## config.mk

```make
export PLATFORM = sky130hd
export DESIGN_NAME = stream_upsizer
export DESIGN_NICKNAME = d
export VERILOG_FILES = /design/src/rtl/stream_pkg.sv /design/src/rtl/stream_stat_counter.sv /design/src/rtl/stream_upsizer.sv
export SDC_FILE = /design/constraint.sdc
export NUM_CORES = 1
export LEC_CHECK = 0
export ABC_AREA = 1
export BUFFER_PORTS_ARGS = -buffer_cell sky130_fd_sc_hd__buf_2
export CORE_MARGIN = 4
export CORE_UTILIZATION = 50
export CTS_CLUSTER_DIAMETER = 30
export DETAILED_ROUTE_END_ITERATION = 10
export GPL_TIMING_DRIVEN = 1
export PLACE_DENSITY = 0.81
export SLEW_MARGIN = 10
export SYNTH_ARGS = -nofsm -noshare
export SYNTH_HDL_FRONTEND = slang
export SYNTH_SLANG_ARGS = --single-unit
```

## constraint.sdc

```tcl
create_clock -name clk -period 3.59 [get_ports clk]
set_clock_uncertainty 0.05 [all_clocks]
set_input_delay 0.1795 -clock clk [delete_from_list [all_inputs] [get_ports clk]]
set_output_delay 0.1795 -clock clk [all_outputs]
set_load 0.1 [all_outputs]
```

## src/rtl/stream_pkg.sv

```systemverilog
// Shared definitions for the stream_upsizer block: FSM encoding and a
// constant-evaluable clog2 used to size the lane index.
package stream_pkg;

    localparam logic FILL = 1'b0;
    localparam logic HOLD = 1'b1;

    typedef enum logic {
        ST_FILL = FILL,
        ST_HOLD = HOLD
    } fsm_e;

    function automatic int clog2(input int n);
        int r;
        r = 0;
        for (int i = 0; i < 31; i++) begin
            if ((1 << i) < n) r = i + 1;
        end
        return r;
    endfunction

endpackage

```

## src/rtl/stream_stat_counter.sv

```systemverilog
// 32-bit statistics counter: synchronous clear (priority), count enable,
// and a freeze input that holds the value while the operator is idle.
module stream_stat_counter (
    input  logic        clk,
    input  logic        reset,
    input  logic        clr,
    input  logic        en,
    input  logic        freeze,
    output logic [31:0] count
);

    always_ff @(posedge clk) begin
        if (reset || clr) begin
            count <= '0;
        end else if (en && !freeze) begin
            count <= count + 32'd1;
        end
    end

endmodule

```

## src/rtl/stream_upsizer.sv

```systemverilog
// Packs RATIO narrow val/ready words into one wide word; last_in flushes a
// partial word marked by keep_out. Statistics built only with STREAM_UPSIZER_STATS_EN.
module stream_upsizer
    import stream_pkg::*;
#(
    parameter  int IN_WIDTH  = 32,
    parameter  int RATIO     = 4,
    localparam int OUT_WIDTH = IN_WIDTH * RATIO,
    localparam int IDX_W     = clog2(RATIO)
) (
    input  logic                 clk,
    input  logic                 reset,
    input  logic [IN_WIDTH-1:0]  din,
    input  logic                 val_in,
    input  logic                 last_in,
    output logic                 ready_upward,
    output logic [OUT_WIDTH-1:0] dout,
    output logic [RATIO-1:0]     keep_out,
    output logic                 last_out,
    output logic                 val_out,
    input  logic                 ready_downward,
    input  logic                 reset_ap_start,
    input  logic                 state,
    output logic [31:0]          stall_cnt,
    output logic [31:0]          in_cnt
);

    localparam logic [IDX_W-1:0] LAST_IDX = IDX_W'(RATIO - 1);

    fsm_e             st, st_nxt;
    logic [IDX_W-1:0] idx;
    logic             in_acc;
    logic             out_acc;
    logic             word_done;

    // Handshake depends only on FSM state and the consumer, never on val_in.
    assign val_out      = (st == ST_HOLD);
    assign ready_upward = val_out ? ready_downward : 1'b1;
    assign in_acc       = val_in && ready_upward;
    assign out_acc      = val_out && ready_downward;
    assign word_done    = (idx == LAST_IDX) || last_in;

    always_ff @(posedge clk) begin
        if (reset) st <= ST_FILL;
        else       st <= st_nxt;
    end

    // NOTE: default assigned first so no path through the block leaves st_nxt unassigned (no latch).
    always_comb begin
        st_nxt = st;
        unique case (st)
            ST_FILL: if (in_acc && word_done) st_nxt = ST_HOLD;
            ST_HOLD: if (out_acc && !(in_acc && last_in)) st_nxt = ST_FILL;
            default: st_nxt = ST_FILL;
        endcase
    end

    // NOTE: sequential state uses non-blocking assignments so every register samples pre-edge values.
    always_ff @(posedge clk) begin
        if (reset) begin
            dout     <= '0;
            keep_out <= '0;
            last_out <= 1'b0;
            idx      <= '0;
        end else begin
            unique case (st)
                ST_FILL: begin
                    if (in_acc) begin
                        dout[idx*IN_WIDTH +: IN_WIDTH] <= din;
                        keep_out[idx]                  <= 1'b1;
                        if (word_done) begin
                            last_out <= last_in;
                            idx      <= '0;
                        end else begin
                            idx <= idx + 1'b1;
                        end
                    end
                end
                ST_HOLD: begin
                    if (out_acc && in_acc) begin
                        // Drain and refill in one cycle: new word lands in lane 0 of a cleared register.
                        dout     <= OUT_WIDTH'(din);
                        keep_out <= RATIO'(1);
                        last_out <= last_in;
                        idx      <= last_in ? '0 : IDX_W'(1);
                    end else if (out_acc) begin
                        dout     <= '0;
                        keep_out <= '0;
                        last_out <= 1'b0;
                    end
                end
                default: ;
            endcase
        end
    end

`ifdef STREAM_UPSIZER_STATS_EN
    stream_stat_counter u_stall_cnt (
        .clk    (clk),
        .reset  (reset),
        .clr    (reset_ap_start),
        .en     (val_out && !ready_downward),
        .freeze (state),
        .count  (stall_cnt)
    );

    stream_stat_counter u_in_cnt (
        .clk    (clk),
        .reset  (reset),
        .clr    (reset_ap_start),
        .en     (in_acc),
        .freeze (state),
        .count  (in_cnt)
    );
`else
    logic unused_stats;
    assign unused_stats = &{1'b0, reset_ap_start, state};
    assign stall_cnt    = '0;
    assign in_cnt       = '0;
`endif

endmodule

```

# After elaboration in Yosys (flattened, before gate mapping)
# Index checks and enable logic that the tools add are counted.
[classes]
add_sub_neg = 2
magnitude_cmp = 2
eq_ne = 5
shift = 2
muxes = 25
n_bitwise = 2
reduce_logical = 12
[ops]
columns = ["op", "n"]
rows = [
  ["128-bit 2-to-1 mux", 3],
  ["128-bit one-hot mux with 2 select lines", 1],
  ["128-bit bitwise mux", 1],
  ["32-bit by 34-bit variable shift with 128-bit output, first input constant", 1],
  ["32-bit by 34-bit variable part select with 128-bit output", 1],
  ["7-bit negator with 34-bit output", 1],
  ["4-bit 2-to-1 mux", 3],
  ["1-bit 2-to-1 mux", 9],
  ["4-bit one-hot mux with 2 select lines", 1],
  ["1-bit logical AND", 7],
  ["2-bit 2-to-1 mux", 3],
  ["2-bit != test, second input constant", 2],
  ["4-bit bitwise OR", 1],
  ["1-bit one-hot mux with 2 select lines", 2],
  ["2-bit one-hot mux with 2 select lines", 1],
  ["2-bit AND reduction", 2],
  ["2-bit by 3-bit < comparator with 1-bit output, second input constant", 1],
  ["3-bit by 1-bit != test with 1-bit output, second input constant", 1],
  ["3-bit AND reduction", 1],
  ["2-bit by 1-bit adder with 2-bit output, second input constant", 1],
  ["1-bit demux with 2-bit select", 1],
  ["2-bit equality test, second input constant", 1],
  ["2-bit by 1-bit >= comparator with 1-bit output, second input constant", 1],
  ["2-bit by 1-bit != test with 1-bit output, second input constant", 1],
  ["3 further kinds", 3],
]
[word_totals]
reg_bits = 136
input_bits = 39
out_inout_bits = 199
word_cells = 55

# Longest topological paths before layout
[logic_depth]
ltp_word = 7
ltp_mapped = 11
depth_no_buf = 9

# Worst setup path after synthesis
# Ideal clock, no wire load.
[synth_timing]
path_type = "flip-flop to flip-flop"
startpoint = "reg st (netlist: val_out)"
endpoint = "reg idx[1]"
setup_ps = 117
arrival_ps = 2312
required_ps = 3423
path_slack_ps = 1111
stages_incl_launch_ff = 7
n_path_buf = 1
synth_period_minus_slack_ps = 2479
path_cell_list = "dfxtp_1 -> buf_6 -> nand2_1 -> nand2_1 -> inv_1 -> o21ai_0 -> nor2_1"
[synth_via]
elab_chain_len = 5
elab_cells_between_ends = 9
classes_between = "eq/ne (2); mux (2); bitwise (1); reduce/logical (4)"
[synth_rtl]
columns = ["item", "line_no", "rtl"]
rows = [
  ["start: declaration", "stream_upsizer.sv:30", "fsm_e st, st_nxt;"],
  ["start signal: assignment", "stream_upsizer.sv:45", "else st <= st_nxt;"],
  ["1-bit 2-to-1 mux *", "stream_upsizer.sv:38", "assign ready_upward = val_out ? ready_downward : 1'b1;"],
  ["named net ready_upward", "stream_upsizer.sv:16", "output logic ready_upward,"],
  ["1-bit logical AND *", "stream_upsizer.sv:39", "assign in_acc = val_in && ready_upward;"],
  ["1-bit logical AND", "stream_upsizer.sv:80", "if (out_acc && in_acc) begin"],
  ["2-bit by 1-bit != test with 1-bit output (no source line)", "-", ""],
  ["2-bit AND reduction (no source line) *", "-", ""],
  ["end signal: assignment", "stream_upsizer.sv:75", "idx <= idx + 1'b1;"],
  ["end signal: assignment", "stream_upsizer.sv:85", "idx <= last_in ? '0 : IDX_W'(1);"],
  ["end: declaration", "stream_upsizer.sv:31", "logic [IDX_W-1:0] idx;"],
]
# The timed path passes the listed nets; every way through them passes the cells marked *.
# A chain may end at the register's enable or synchronous reset.

# Worst setup path in the final report
[layout_timing]
startpoint = "reg idx[1]"
endpoint = "reg dout[55]"
[layout_via]
elab_chain_len = 5
elab_cells_between_ends = 6
classes_between = "add/sub (1); shift (2); mux (3)"
[layout_rtl]
columns = ["item", "line_no", "rtl"]
rows = [
  ["7-bit negator with 34-bit output *", "stream_upsizer.sv:69", "dout[idx*IN_WIDTH +: IN_WIDTH] <= din;"],
  ["32-bit by 34-bit variable part select with 128-bit output / 32-bit by 34-bit variable shift with 128-bit output (equally long branches)", "stream_upsizer.sv:69", ""],
  ["128-bit bitwise mux *", "stream_upsizer.sv:69", ""],
  ["128-bit 2-to-1 mux *", "stream_upsizer.sv:68", "if (in_acc) begin"],
  ["128-bit one-hot mux with 2 select lines *", "stream_upsizer.sv:66", "unique case (st)"],
  ["end signal: indexed assignment", "stream_upsizer.sv:69", ""],
  ["end signal: assignment", "stream_upsizer.sv:82", "dout <= OUT_WIDTH'(din);"],
  ["end: declaration", "stream_upsizer.sv:17", "output logic [OUT_WIDTH-1:0] dout,"],
]
# Every way passes the cells marked *; elsewhere a longest branch is shown, timed or not. The select of a mux whose other input is x is not followed.

==> results by group <==
Finish
  – ANT cells: 0
  – Area Overhead vs Synth: 20.1%
  – Multi-input logic area: 3070 um2
  – Final std cells w/o fill: 1,307
  – Post-layout instance area: 7900 um2
  – Nets: 1,169
  – Register area: 2720 um2
  – Filler cells: 1,161
  – Layout cell share with drive strength beyond 1: 0.204

Synthesis
  – Register area share after synthesis: 0.414
  – Netlist cell types: 26
  – Yosys reg bits: 136
  – Area leader, netlist: dfxtp_1
  – Yosys top cell area share: 0.414
  – Most frequent cells after synthesis: nand2_1, nor2_1, dfxtp_1
  – Post-synth EDFFs: 0
  – Top cells by area, synth: dfxtp_1, nand2_1, nor2_1
  – Syn_area_per_cell: 6.76 um2
  – Post-Synthesis Cells: 972
  – Most frequent cell after synthesis: nand2_1
  – Async SR Flop Fraction: 0
  – Cell Area, Synth: 6580 um2
  – Warnings, synthesis: 0
  – Primary FF master, synth: dfxtp_1

STA
  – Worst hold slack: 0.00923 ns
  – Hold Fails Final Rpt: 0
  – Max Clock Freq: 0.409 GHz
  – Final Critical Period: 2.45 ns
  – RSZ-0062 raised after global routing: false
  – Setup violations, final: 0
  – Setup ws final: 1.14 ns
  – Sum of negative setup slack: 0 ns
  – Worst rel slew slack: 0.262
  – Worst-margin pin slew: 1.11 ns
  – Final count of pins violating max slew: 0
  – Final critical-path share of the clock period: 0.681

Place
  – Dpl cells: 1,261
  – GPL Wtd Cong: 0.923
  – Port buffer count: 171
  – Post-DP HPWL: 13,500 um
  – Place WS: 1.15 ns
  – Placed Area: 7180 um2

Drt
  – Antenna viol nets, final: 0
  – DRC: 0
  – DR pass1 iterations: 5
  – Iter 0 DRT Violations: 619
  – Wire per inst: 15.2 um
  – Vias: 6,535
  – Drt via density: 5.00
  – Final wirelength: 19,900 um

Critical path
  – Crit path launch type: flop
  – Data arrival time of the critical path: 2.75 ns
  – Worst-path maximum fanout: 34
  – Critical Path RT: 3.90 ns
  – Critical path class: reg -> reg
  – CP Capture Type: flop

Global route
  – Total grt overflow: 0
  – Largest net degree at the start of global routing: 51
  – Number of global-route vias before repair: 5,679
  – Initial antenna violation count: 0
  – Gr usage total: 0.261
  – First-pass GRT wire length: 30,300 um

Clocking
  – Clk buf depth: 2
  – Total setup buffers inserted after CTS: 0
  – CTS clk-pin slew, worst paths: 0.06 ns
  – H-tree depth: 4
  – Clk_lat worst skew: 0.42 ns
  – Clock Sink Count: 136
  – CTS Buf Count: 17
  – TritonCTS clock tree: yes
  – Clock root buffer: clkbuf_16

Die
  – Starting density of the core: 0.517
  – Boundary Pins: 238
  – Core Area: 12,700 um2
  – DIE AREA: 15,000 um2
  – Die W: 123 um
  – # rows: 41
  – Die height: 123 um

Power and ir drop
  – Power Density: 638 nW/um2
  – Lkg Pwr: 3.92 nW
  – Worst VDD drop: 0.000366 V

Status
  – Status: complete, no violations

Min path
  – Min-Delay Path Class: in -> reg

Run
  – Max-Cap Viols: 0
through the flow:
stage                     total power [mW]   util
final                                 5.04  0.621
after global placement                3.34  0.564
after detailed placement              3.34  0.564
after global routing                  5.21  0.621
after CTS                             5.04  0.621
after floorplan                       3.16      -
metal layers:
| layer | routed length (um) | part of all wire | global-route usage |
|---|---|---|---|
| met1 | 8510 | 0.43 | 0.350 |
| met2 | 9120 | 0.46 | 0.405 |
| met3 | 1760 | 0.089 | 0.0677 |
| met4 | 466 | 0.023 | 0.0931 |
| met5 | 0 | 0 | 0 |
logic make-up (layout without fill, tap and decap cells):
kind of cell	after synthesis	in the layout	share of synthesized area
AOI/OAI and AO/OA	147	147	0.115
adders and majority gates	8	8	0.0152
buffers and inverters	189	289	0.155
DFF	136	136	0.414
other	1	64	0.000570
and+or+nand+nor	491	491	0.300
cell type report:
cell class / count / share of cell area
timing repair buffer: 197 / 0.138
inverter: 60 / 0.0285
tap: 172 / 0.0272
multi-input combinational: 710 / 0.388
sequential: 136 / 0.345
clock buffer: 25 / 0.0653
clock inverter: 7 / 0.00824
path summary, 6_finish.rpt:
| kind | from | endpoint | slack, ns | depth (start not counted) |
|---|---|---|---|---|
| hold reg to reg | last_out | last_out | 0.41 | 2 |
| setup / recovery | idx[1] | dout[55] | 1.14 | 6 |
| setup reg to reg | idx[1] | dout[55] | 1.14 | 6 |
| hold / removal | din[23] | dout[23] | 0.009 | 3 |
what timing repair did:
action / CTS / global route
hold buffers: 14 / 0
endpoints found under the hold margin: 14 / 0
gates resized for setup: 0 / 0
where the power goes:
group          switching, mW  internal, mW  total [mW]
registers             0.0541          1.61        1.67
logic                   1.45         0.219        1.67
clock network          0.642          1.06        1.70
total                   2.15          2.89        5.04
cells in the final DEF (no fill, tap or decap), drive strengths merged:
cell type    Yosys  final
clkinvlp         0      2
o21a             1      1
buf            102    183
dfxtp          136    136
a31oi            1      1
nand2          221    221
clkbuf          27     25
a21oi           84     84
conb             1     64
nor2           191    191
o211ai           1      1
bufinv           0      1
o21ai           60     60
clkinv           1      5
inv             59     59
nor3            21     21
dlygate4sd3      0     14
nand3           58     58
ha               8      8
sequential cells by signal, indices dropped and copies added (netlist names):
register	count
last_out	1
val_out	1
dout	128
idx	2
keep_out	4
critical path, stage by stage, from the launching register on:
cell	delay, ns
dfxtp_1	0.42
inv_1	0.13
ha_1	0.39
nand2_2	0.41
nor2_1	0.64
a21oi_1	0.19
nor2_1	0.13
Note: power is estimated with default switching activity, not from simulation.
